### src/rtl/control_unit.sv
// -----------------------------------------------------------------------------
// control_unit
//   Microcoded sequencer for an 8-bit bus-based CPU. Each instruction runs
//   a two-step fetch (T0, T1) followed by one to three execute steps (T2..T4).
//   After HLT it parks in HALT until reset.
//
// Ports
//   clk         system clock; all state changes on its rising edge
//   reset       asynchronous, active-high reset; also forces every output to 0
//   opcode      IR[7:4]; valid from T2 onward
//   zero_flag   registered ALU zero flag; used only by JZ at T2
//   carry_flag  registered ALU carry flag; used only by JC at T2
//   pc_out .. out_load   datapath control strobes
//   halt        1 only in HALT
//   step        current microstep (0..4), for debug
// -----------------------------------------------------------------------------
module control_unit #(
   parameter int OPCODE_W = 4
) (
   input  logic                clk,
   input  logic                reset,
   input  logic [OPCODE_W-1:0] opcode,
   input  logic                zero_flag,
   input  logic                carry_flag,
   output logic                pc_out,
   output logic                pc_inc,
   output logic                pc_load,
   output logic                mar_load,
   output logic                ram_out,
   output logic                ram_write,
   output logic                ir_load,
   output logic                ir_out,
   output logic                a_load,
   output logic                a_out,
   output logic                b_load,
   output logic                alu_out,
   output logic                alu_sub,
   output logic                flags_load,
   output logic                out_load,
   output logic                halt,
   output logic [2:0]          step
);

   typedef enum logic [1:0] {
      ST_FETCH = 2'd0,
      ST_EXEC  = 2'd1,
      ST_HALT  = 2'd2
   } state_t;

   localparam logic [OPCODE_W-1:0] OP_NOP = OPCODE_W'(4'h0);
   localparam logic [OPCODE_W-1:0] OP_LDA = OPCODE_W'(4'h1);
   localparam logic [OPCODE_W-1:0] OP_LDB = OPCODE_W'(4'h2);
   localparam logic [OPCODE_W-1:0] OP_ADD = OPCODE_W'(4'h3);
   localparam logic [OPCODE_W-1:0] OP_SUB = OPCODE_W'(4'h4);
   localparam logic [OPCODE_W-1:0] OP_STA = OPCODE_W'(4'h5);
   localparam logic [OPCODE_W-1:0] OP_LDI = OPCODE_W'(4'h6);
   localparam logic [OPCODE_W-1:0] OP_JMP = OPCODE_W'(4'h7);
   localparam logic [OPCODE_W-1:0] OP_JZ  = OPCODE_W'(4'h8);
   localparam logic [OPCODE_W-1:0] OP_JC  = OPCODE_W'(4'h9);
   localparam logic [OPCODE_W-1:0] OP_OUT = OPCODE_W'(4'hE);
   localparam logic [OPCODE_W-1:0] OP_HLT = OPCODE_W'(4'hF);

   state_t     state_r;
   logic [2:0] step_r;
   logic [2:0] last_step_s;

   // Final execute step of the current instruction; unlisted opcodes act as NOP.
   always_comb begin
      last_step_s = 3'd2;
      case (opcode)
         OP_LDA, OP_LDB, OP_STA: last_step_s = 3'd3;
         OP_ADD, OP_SUB:         last_step_s = 3'd4;
         default:                last_step_s = 3'd2;
      endcase
   end

   // Sequencer: fetch T0->T1->T2, execute until the last step, then back to T0.
   always_ff @(posedge clk or posedge reset) begin
      if (reset) begin
         state_r <= ST_FETCH;
         step_r  <= 3'd0;
      end else begin
         case (state_r)
            ST_FETCH: begin
               if (step_r == 3'd1) begin
                  state_r <= ST_EXEC;
                  step_r  <= 3'd2;
               end else begin
                  state_r <= ST_FETCH;
                  step_r  <= 3'd1;
               end
            end
            ST_EXEC: begin
               if ((step_r == 3'd2) && (opcode == OP_HLT)) begin
                  state_r <= ST_HALT;
                  step_r  <= 3'd0;
               end else if (step_r >= last_step_s) begin
                  state_r <= ST_FETCH;
                  step_r  <= 3'd0;
               end else begin
                  state_r <= ST_EXEC;
                  step_r  <= step_r + 3'd1;
               end
            end
            ST_HALT: begin
               state_r <= ST_HALT;
               step_r  <= 3'd0;
            end
            default: begin
               state_r <= ST_FETCH;
               step_r  <= 3'd0;
            end
         endcase
      end
   end

   assign step = step_r;

   // Control decode. Gated by reset so an aborted instruction cannot issue a
   // write in the cycle reset arrives. Flags only reach outputs via JZ/JC at T2.
   always_comb begin
      pc_out     = 1'b0;
      pc_inc     = 1'b0;
      pc_load    = 1'b0;
      mar_load   = 1'b0;
      ram_out    = 1'b0;
      ram_write  = 1'b0;
      ir_load    = 1'b0;
      ir_out     = 1'b0;
      a_load     = 1'b0;
      a_out      = 1'b0;
      b_load     = 1'b0;
      alu_out    = 1'b0;
      alu_sub    = 1'b0;
      flags_load = 1'b0;
      out_load   = 1'b0;
      halt       = 1'b0;
      if (reset) begin
         halt = 1'b0;
      end else begin
         case (state_r)
            ST_FETCH: begin
               case (step_r)
                  3'd0: begin
                     pc_out   = 1'b1;
                     mar_load = 1'b1;
                  end
                  3'd1: begin
                     ram_out = 1'b1;
                     ir_load = 1'b1;
                     pc_inc  = 1'b1;
                  end
                  default: ;
               endcase
            end
            ST_EXEC: begin
               case (step_r)
                  3'd2: begin
                     case (opcode)
                        OP_LDA, OP_LDB, OP_ADD, OP_SUB, OP_STA: begin
                           ir_out   = 1'b1;
                           mar_load = 1'b1;
                        end
                        OP_LDI: begin
                           ir_out = 1'b1;
                           a_load = 1'b1;
                        end
                        OP_JMP: begin
                           ir_out  = 1'b1;
                           pc_load = 1'b1;
                        end
                        OP_JZ: begin
                           ir_out  = zero_flag;
                           pc_load = zero_flag;
                        end
                        OP_JC: begin
                           ir_out  = carry_flag;
                           pc_load = carry_flag;
                        end
                        OP_OUT: begin
                           a_out    = 1'b1;
                           out_load = 1'b1;
                        end
                        OP_NOP, OP_HLT: ;
                        default: ;
                     endcase
                  end
                  3'd3: begin
                     case (opcode)
                        OP_LDA: begin
                           ram_out = 1'b1;
                           a_load  = 1'b1;
                        end
                        OP_LDB, OP_ADD, OP_SUB: begin
                           ram_out = 1'b1;
                           b_load  = 1'b1;
                        end
                        OP_STA: begin
                           a_out     = 1'b1;
                           ram_write = 1'b1;
                        end
                        default: ;
                     endcase
                  end
                  3'd4: begin
                     case (opcode)
                        OP_ADD: begin
                           alu_out    = 1'b1;
                           a_load     = 1'b1;
                           flags_load = 1'b1;
                        end
                        OP_SUB: begin
                           alu_out    = 1'b1;
                           alu_sub    = 1'b1;
                           a_load     = 1'b1;
                           flags_load = 1'b1;
                        end
                        default: ;
                     endcase
                  end
                  default: ;
               endcase
            end
            ST_HALT: halt = 1'b1;
            default: ;
         endcase
      end
   end

endmodule

### config.mk
export PLATFORM = sky130hd
export DESIGN_NAME = control_unit
export DESIGN_NICKNAME = d
export VERILOG_FILES = /design/src/rtl/control_unit.sv
export SDC_FILE = /design/constraint.sdc
export NUM_CORES = 1
export LEC_CHECK = 0
export ABC_AREA = 1
export CAP_MARGIN = 40
export CORE_MARGIN = 2
export CORE_UTILIZATION = 46
export DETAILED_ROUTE_END_ITERATION = 7
export GPL_TIMING_DRIVEN = 1
export PLACE_DENSITY_LB_ADDON = 0.25
export SLEW_MARGIN = 20
export SYNTH_ARGS = -nofsm -noshare
export SYNTH_HDL_FRONTEND = slang
export SYNTH_SLANG_ARGS = --single-unit
### constraint.sdc
create_clock -name clk -period 2.33 [get_ports clk]
set_input_delay 0.466 -clock clk [delete_from_list [all_inputs] [get_ports clk]]
set_output_delay 0.466 -clock clk [all_outputs]
set_load 0.005 [all_outputs]
* Yosys cells after proc, flatten, opt, wreduce, memory -nomap -nowiden
Cells that the tools add are included.
Storage, ports and cells: bits in registers 5, ROM bits 0, latch bits 0, memories 0, output and inout bits 19, memory bits (writable) 0, word-level logic and storage cells 91
Operators by class: bitwise gates (word level) 0, equal/unequal tests 17, order comparisons 1, multipliers 0, reduce and logical (&&, ||, !) cells 9, muxes and demuxes 61, shift operators 0, div/mod/pow operators 0, add/subtract/negate cells 1
Operators by type and width (count):
- 1-bit 2-to-1 mux | 48
- 4-bit by 3-bit equality test with 1-bit output (second input constant) | 4
- 4-bit equality test (second input constant) | 4
- 3-bit one-hot mux with 2 select lines | 2
- 1-bit one-hot mux with 3 select lines | 3
- 4-bit by 2-bit equality test with 1-bit output (second input constant) | 2
- 7-bit OR reduction | 1
- 3-bit by 2-bit equality test with 1-bit output (second input constant) | 2
- 3-bit 2-to-1 mux | 2
- 1-bit one-hot mux with 2 select lines | 3
- 2-bit one-hot mux with 3 select lines | 1
- 3-bit OR reduction | 2
- 5-bit OR reduction | 1
- 4-bit by 1-bit equality test with 1-bit output (second input constant) | 1
- 2-bit 2-to-1 mux | 2
- 4-bit OR reduction | 1
- 3-bit by 1-bit adder with 3-bit output (second input constant) | 1
- 3-bit by 1-bit equality test with 1-bit output (second input constant) | 1
- 3-bit equality test (second input constant) | 1
- 3-bit >= comparator | 1
- 3-bit zero test | 1
- 2-bit by 1-bit equality test with 1-bit output (second input constant) | 1
- 2-bit equality test (second input constant) | 1
- 2-bit zero test | 1
- other kinds (2) | 2

* Longest topological paths before layout
Gate-level depths: netlist of the first run.
word-level depth 7, gate-level depth with buffers 11

* Least setup slack after synthesis of the first run
OpenSTA, ideal clock, no wires.
path kind input to register, start input port opcode[3], end register step_r[2], in the netlist step[2], setup slack 0.702 ns, arrival 1.556 ns, path buffers 0, setup time 0.072 ns, required time 2.258 ns, stages 9, path through inv_2 nand2_2 nor2_2 nor2_4 ha_1 a21oi_1 nand3_1 nand3b_1 nor2_1
On the way: word-level cells in the longest chain between the ends 7, elaborated cells on any way between the ends 14
RTL lines:
- start: declaration | line 22 | input logic [OPCODE_W-1:0] opcode,
- 4-bit by 2-bit equality test with 1-bit output (tied with other cells) | line 70 | case (opcode)
- 3-bit OR reduction or 2-bit OR reduction (tied branches)
- 3-bit one-hot mux with 2 select lines | line 70
- 3-bit >= comparator | line 97 | end else if (step_r >= last_step_s) begin
- 3-bit 2-to-1 mux | line 97
- 3-bit 2-to-1 mux * | line 94 | if ((step_r == 3'd2) && (opcode == OP_HLT)) begin
- 3-bit one-hot mux with 2 select lines * | line 83 | case (state_r)
- end signal: assignment | line 102 | step_r <= step_r + 3'd1;
- end: declaration | line 64 | logic [2:0] step_r;
Mark *: on every way between the ends. The rest lies on a longest branch, timed or not.

* Worst setup path after layout of the first run
start register step_r[1], in the netlist step[1], end output port pc_inc
On the way: word-level cells in the longest chain between the ends 4
RTL lines:
- 3-bit by 1-bit equality test with 1-bit output | line 143 | case (step_r)
- 1-bit 2-to-1 mux | line 143
- 1-bit 2-to-1 mux | line 141 | case (state_r)
- 1-bit 2-to-1 mux | line 138 | if (reset) begin
- end: declaration | line 26 | output logic pc_inc,
Every way passes these cells.

==> flow_metrics.py, run 1 <==
metrics = {
    "sta": {
        "drv_slew": 0,
        "min_period_ps": 2320,
        "slew_headroom": 0.849,
        "setup_slack_ps": 5.44,
        "fmaxAchievable_ghz": 0.430,
        "final_hold_viol_count": 0,
        "fin_skew_ps": 16.4,
        "min_period_over_period": 0.998,
        "setup_viol": 0,
        "worst_pin_slew_ps": 226,
    },
    "synthesis": {
        "syn-num-nets": 130,
        "synthCells": 114,
        "synth.distinct_cells": 21,
        "yosys-top-cells-area": "dfrtp_1 (18%), ha_1 (14%), nand2_1 (13%)",
        "yosysTopAreaCell": "dfrtp_1",
        "netlist_area_sq_um": 707,
        "synth.avg_cell_area_sq_um": 6.20,
        "synth_seq_cells": 5,
        "synth_top_area_frac": 0.177,
        "ys_seq_area_frac": 0.177,
        "yosysWarningCount": 0,
    },
    "critical_path": {
        "path_max_fanout": 5,
        "r2r-end": "step[2]",
        "cp.arrival_ps": 1860,
        "reg2reg_from": "step[0]",
        "r2r_cells": 8,
        "slowest_stage": "clkdlybuf4s50_1",
        "startpoint_type": "flip-flop",
        "path_class": "flip-flop to primary output",
        "worstSetupEndpointType": "primary output",
        "critPathMaxStageDelay_ps": 480,
        "critPathRequiredTime_ps": 1860,
        "crit_chain": "inv_2 -> ha_2 -> nand3_2 -> nor2_2 -> buf_4 -> clkdlybuf4s50_1",
        "r2r_slack_ps": 730,
    },
    "clock_network": {
        "clkTransAtPathRegs_ps": 60,
        "htree_levels": 1,
        "cts_tree": "yes",
        "numCtsBuffers": 3,
        "ctsRootBufferMaster": "clkbuf_4",
        "clock-sinks": 5,
        "clockBufferDepth": 2,
        "clk_latency_ps": 270,
    },
    "layout": {
        "finalNetCount": 175,
        "syn2layout_area_growth_pct": 71.3,
        "n_antenna_cell": 0,
        "drive_gt1_frac": 0.380,
        "final_core_util": 0.823,
        "stdcell_count": 174,
        "nFillCells": 94,
    },
    "placed_design": {
        "port_buffers": 26,
        "dp.cells": 163,
        "place_congestion": 0.766,
        "dp_slack_ps": -303,
        "hpwl_mm": 1.53,
    },
    "power_and_ir_drop": {
        "p_leak_nw": 0.758,
        "ir_drop_uv": 708,
        "fin_total_pwr_uw": 917,
        "p_per_area_nw_per_um2": 757,
    },
    "global_routing": {
        "grt_max_degree": 7,
        "grt_pass1_wl_mm": 3.16,
        "grt_usage": 0.227,
        "antenna_found_initial": 0,
        "grt.overflow.total": 0,
        "grt_pass1_vias": 789,
    },
    "hold_path": {
        "min_path_type": "input port to async pin",
    },
    "drt": {
        "routed-via-count": 905,
        "post_drt_wl_per_cell_um": 13.4,
        "ant_nets": 0,
        "via_per_inst": 5.20,
        "drcViolationCount": 0,
        "dr.pass1.iters": 4,
        "drt_iter0_markers": 21,
        "drt-total-wl_mm": 2.33,
    },
    "floorplan": {
        "coreArea_sq_um": 1470,
        "start_util": 0.480,
        "num_rows": 14,
        "die_x_um": 43.2,
        "die_h_um": 43.2,
        "io_pins": 27,
        "die-area_sq_um": 1870,
    },
    "run_status": {
        "status": "complete, no violations",
    },
    "job": {
        "drv_cap": 0,
    },
}
where the power goes:
group / switching (mW) / internal (mW)
logic: 0.311 / 0.311
registers: 0.0616 / 0.123
clock network: 0.0458 / 0.0654
cells by family after synthesis:
logic type	count (synthesis)	synth area share
flops	5	0.177
compound gates	8	0.0619
fa+ha+maj	8	0.142
buf+inv	23	0.133
simple gates	70	0.487
cell usage in the layout, fill, tap and decap left out, types with 2 or more instances in the layout:
cell type,count
a21oi_1,4
buf_4,16
clkbuf_4,3
clkdlybuf4s50_1,10
dfrtp_1,3
dfrtp_2,2
dlygate4sd2_1,4
dlymetal6s2s_1,9
ha_1,3
ha_2,2
ha_4,3
inv_1,12
inv_2,8
nand2_1,23
nand2_2,6
nand3_1,7
nand3_2,4
nand3b_1,2
nor2_1,14
nor2_2,7
nor2_4,2
o21ai_0,2
metrics by stage:
stage                     instance area [sq um]  setup TNS, ps  hold slack, ps
after floorplan                             707              0             253
after global placement                     1040          -2210             610
after detailed placement                   1040          -2830             616
after CTS                                  1110          -93.9             507
after global routing                       1210          -49.2             519
final                                      1210              0             503
worst max-delay path, delay by kind of cell, from the launching register on:
kind	cells	cell delay, ps
AND/OR/NAND/NOR	2	260
flip-flops	1	470
adder cells (fa/ha/maj)	1	180
buffers and inverters	3	700
cell usage after synthesis:
| master | number |
|---|---|
| nand3_1 | 9 |
| ha_1 | 8 |
| o21ai_1 | 1 |
| nor2_1 | 19 |
| o21ai_2 | 1 |
| o21ai_0 | 2 |
| nor3_2 | 1 |
| inv_2 | 3 |
| inv_1 | 18 |
| nor2_4 | 1 |
| nor3_4 | 1 |
| nand2_2 | 5 |
| nor3_1 | 1 |
| nand3_2 | 2 |
| nand2_1 | 25 |
| buf_4 | 2 |
| nor2_2 | 3 |
| dfrtp_1 | 5 |
| a21oi_1 | 4 |
| or2_1 | 1 |
| nand3b_1 | 2 |
metal layers:
metal,wire length (um),global-route usage,vias up
li1,-,-,440
met1,938,0.262,420
met2,1170,0.367,34
met3,130,0.0681,11
met4,94,0.127,0
met5,0,0,-
area by class of cell:
type                    instances  area (sq um)  area share
inverters                      21          81.3      0.0671
flip-flops and latches          5           128       0.105
repair buffers                 42           388       0.320
clock buffers                   4          26.3      0.0217
well taps                      16          20.0      0.0165
multi-input cells              86           568       0.469
worst max-delay path by stage:
stage / slack, ps / start / end
after floorplan: 700 / opcode[3] / step[2]
after global placement: -270 / opcode[3] / mar_load
after detailed placement: -300 / opcode[3] / mar_load
after CTS: -30 / step[0] / a_out
after global routing: -50 / step[1] / pc_inc
final: 5 / step[1] / pc_inc
registers in the layout, indices dropped and copies added, names as in the netlist:
register and flops:
state_r 2, step 3
timing repair:
action / in CTS / in global routing
setup buffers: 3 / 4
hold buffers: 0 / 0
setup endpoints to repair: 12 / 11
gates resized for setup: 19 / 32
pin swaps: 3 / 2
(Power assumes the default switching activity.)
==> inputs of run 2 (changes only) <==
- CORE_UTILIZATION: 46 -> 43
- clock period: 2.33 -> 2.5 ns (I/O delays scaled with it)
==> run 2 against run 1 <==
- core utilization is 8.7 points lower
- combinational power is 20% lower
- count of clock-buffer cells in the layout stayed put
- wire length is 14% lower
- sequential share of layout area is 0.83 points higher
- worst setup slack better by 82 ps
- via count is 4.8% lower
- largest cell class unchanged
- largest power group unchanged
==> flow_metrics.py, run 2 (synthesis results as in run 1) <==
metrics = {
    "floorplan": {
        "start_util": 0.464,
        "coreArea_sq_um": 1520,
        "die_h_um": 44.5,
        "num_rows": 14,
        "io_pins": 27,
        "die-area_sq_um": 1980,
        "die_x_um": 44.5,
    },
    "sta": {
        "setup_tns_ps": 0,
        "setup_slack_ps": 87.9,
        "drv_slew": 0,
        "fmaxAchievable_ghz": 0.415,
        "worst_pin_slew_ps": 212,
        "fin_skew_ps": 4.91,
        "final_hold_viol_count": 0,
        "whs_ps": 450,
        "min_period_ps": 2410,
        "min_period_over_period": 0.965,
        "setup_viol": 0,
        "slew_headroom": 0.857,
    },
    "clock_network": {
        "numCtsBuffers": 3,
        "clk_latency_ps": 250,
        "ctsRootBufferMaster": "clkbuf_4",
        "cts_hold_buf": 0,
        "cts_tree": "yes",
        "clock-sinks": 5,
        "htree_levels": 1,
        "clockBufferDepth": 2,
        "clkTransAtPathRegs_ps": 50,
    },
    "drt": {
        "highest_layer": "met4",
        "post_drt_wl_per_cell_um": 11.6,
        "drcViolationCount": 0,
        "via_per_inst": 5.01,
        "drt_iter0_markers": 28,
        "drt-total-wl_mm": 2.00,
        "wl_met3_um": 115,
        "dr.pass1.iters": 4,
        "wl_met2_mm": 1.03,
        "routed-via-count": 862,
        "wl_met1_um": 821,
        "ant_nets": 0,
    },
    "global_routing": {
        "antenna_found_initial": 0,
        "grt_pass1_wl_mm": 3.23,
        "grt_usage": 0.218,
        "grt_pass1_vias": 785,
        "grt.overflow.total": 0,
        "grt_max_degree": 7,
    },
    "critical_path": {
        "startpoint_type": "input port",
        "r2r-end": "step[2]",
        "slowest_stage": "clkdlybuf4s50_1",
        "critPathRequiredTime_ps": 2000,
        "cp-endpoint": "a_out",
        "r2r_slack_ps": 1070,
        "crit_cells": 8,
        "critPathTopFamily": "buffers and inverters",
        "cp.arrival_ps": 1910,
        "reg2reg_from": "step[2]",
        "path_buf_inv": 4,
        "path_max_fanout": 4,
        "crit_chain": "dlygate4sd2_1 -> inv_1 -> nand2_1 -> inv_1 -> nand2_1 -> nor3_4 -> or2_1 -> clkdlybuf4s50_1",
        "worstSetupEndpointType": "primary output",
        "path_class": "input port to primary output",
        "crit_path_start": "opcode[1]",
        "critPathMaxStageDelay_ps": 490,
        "r2r_cells": 5,
    },
    "run_status": {
        "status": "complete, no violations",
    },
    "placed_design": {
        "dp_slack_ps": -188,
        "dpl_cell_area_sq_um": 1050,
        "dp.cells": 164,
        "place_congestion": 0.785,
        "hpwl_mm": 1.63,
        "port_buffers": 26,
    },
    "layout": {
        "nFillCells": 129,
        "drive_gt1_frac": 0.295,
        "n_antenna_cell": 0,
        "final_common_cell": "nand2_1",
        "layout_common_cells": "nand2_1 (24), clkdlybuf4s50_1 (21), inv_1 (16), nor2_1 (16), buf_4 (14)",
        "syn2layout_area_growth_pct": 58.8,
        "stdcell_area_sq_um": 1120,
        "finalNetCount": 173,
        "final_core_util": 0.736,
        "largest_reg_flops": 3,
        "stdcell_count": 172,
    },
    "job": {
        "drv_cap": 0,
    },
    "power_and_ir_drop": {
        "p_leak_nw": 0.596,
        "ir_drop_uv": 549,
        "p_per_area_nw_per_um2": 662,
        "fin_total_pwr_uw": 743,
    },
    "hold_path": {
        "min_path_type": "input port to async pin",
    },
}
## run 2: changes by cell type in the layout (fill, tap and decap cells not counted), moves of 3 or more
cell             before  now
dlymetal6s2s_1        9    1
inv_1                12   16
ha_1                  3    6
clkdlybuf4s50_1      10   21
ha_4                  3    0
inv_2                 8    5
## run 2: per-layer routing
metal  global-route usage  vias to the layer above
met5                    0                        -
met4               0.0848                        0
met2                0.371                       37
met3               0.0449                        6
met1                0.265                      382
li1                     -                      437
## run 2: worst min-delay path, cell delays in order
cell	delay [ps]
dlymetal6s2s_1	150
buf_4	170
inv_1	60
buf_4	140
## run 2: how the worst min path moves through the flow
stage / to / start / slack [ps] / cells past startpoint
after floorplan: state_r[0] / reset / 290 / 1
after detailed placement: state_r[1] / state_r[1] / 620 / 2
after CTS: state_r[1] / state_r[1] / 630 / 2
after global routing: state_r[1] / reset / 480 / 4
final: state_r[1] / reset / 450 / 4
after global placement: state_r[1] / state_r[1] / 610 / 2
## run 2: report_power, final
| group | switching (mW) | total (mW) | internal, mW |
|---|---|---|---|
| clock network | 0.0375 | 0.0982 | 0.0606 |
| logic | 0.257 | 0.496 | 0.239 |
| registers | 0.0346 | 0.149 | 0.114 |
| total | 0.329 | 0.743 | 0.413 |
## run 2: final cells by class
| type | count | area, sq um | area share |
|---|---|---|---|
| inverter | 21 | 78.8 | 0.0702 |
| multi-input combinational | 86 | 514 | 0.458 |
| timing repair buffer | 40 | 355 | 0.317 |
| sequential | 5 | 128 | 0.114 |
| tap | 16 | 20.0 | 0.0178 |
| clock buffer | 4 | 26.3 | 0.0234 |
## run 2: repair_timing
item | in CTS | in global routing
gates resized for setup | 5 | 16
setup endpoints to repair | 11 | 10
buffers inserted | 0 | 4
pin swaps | 1 | 3
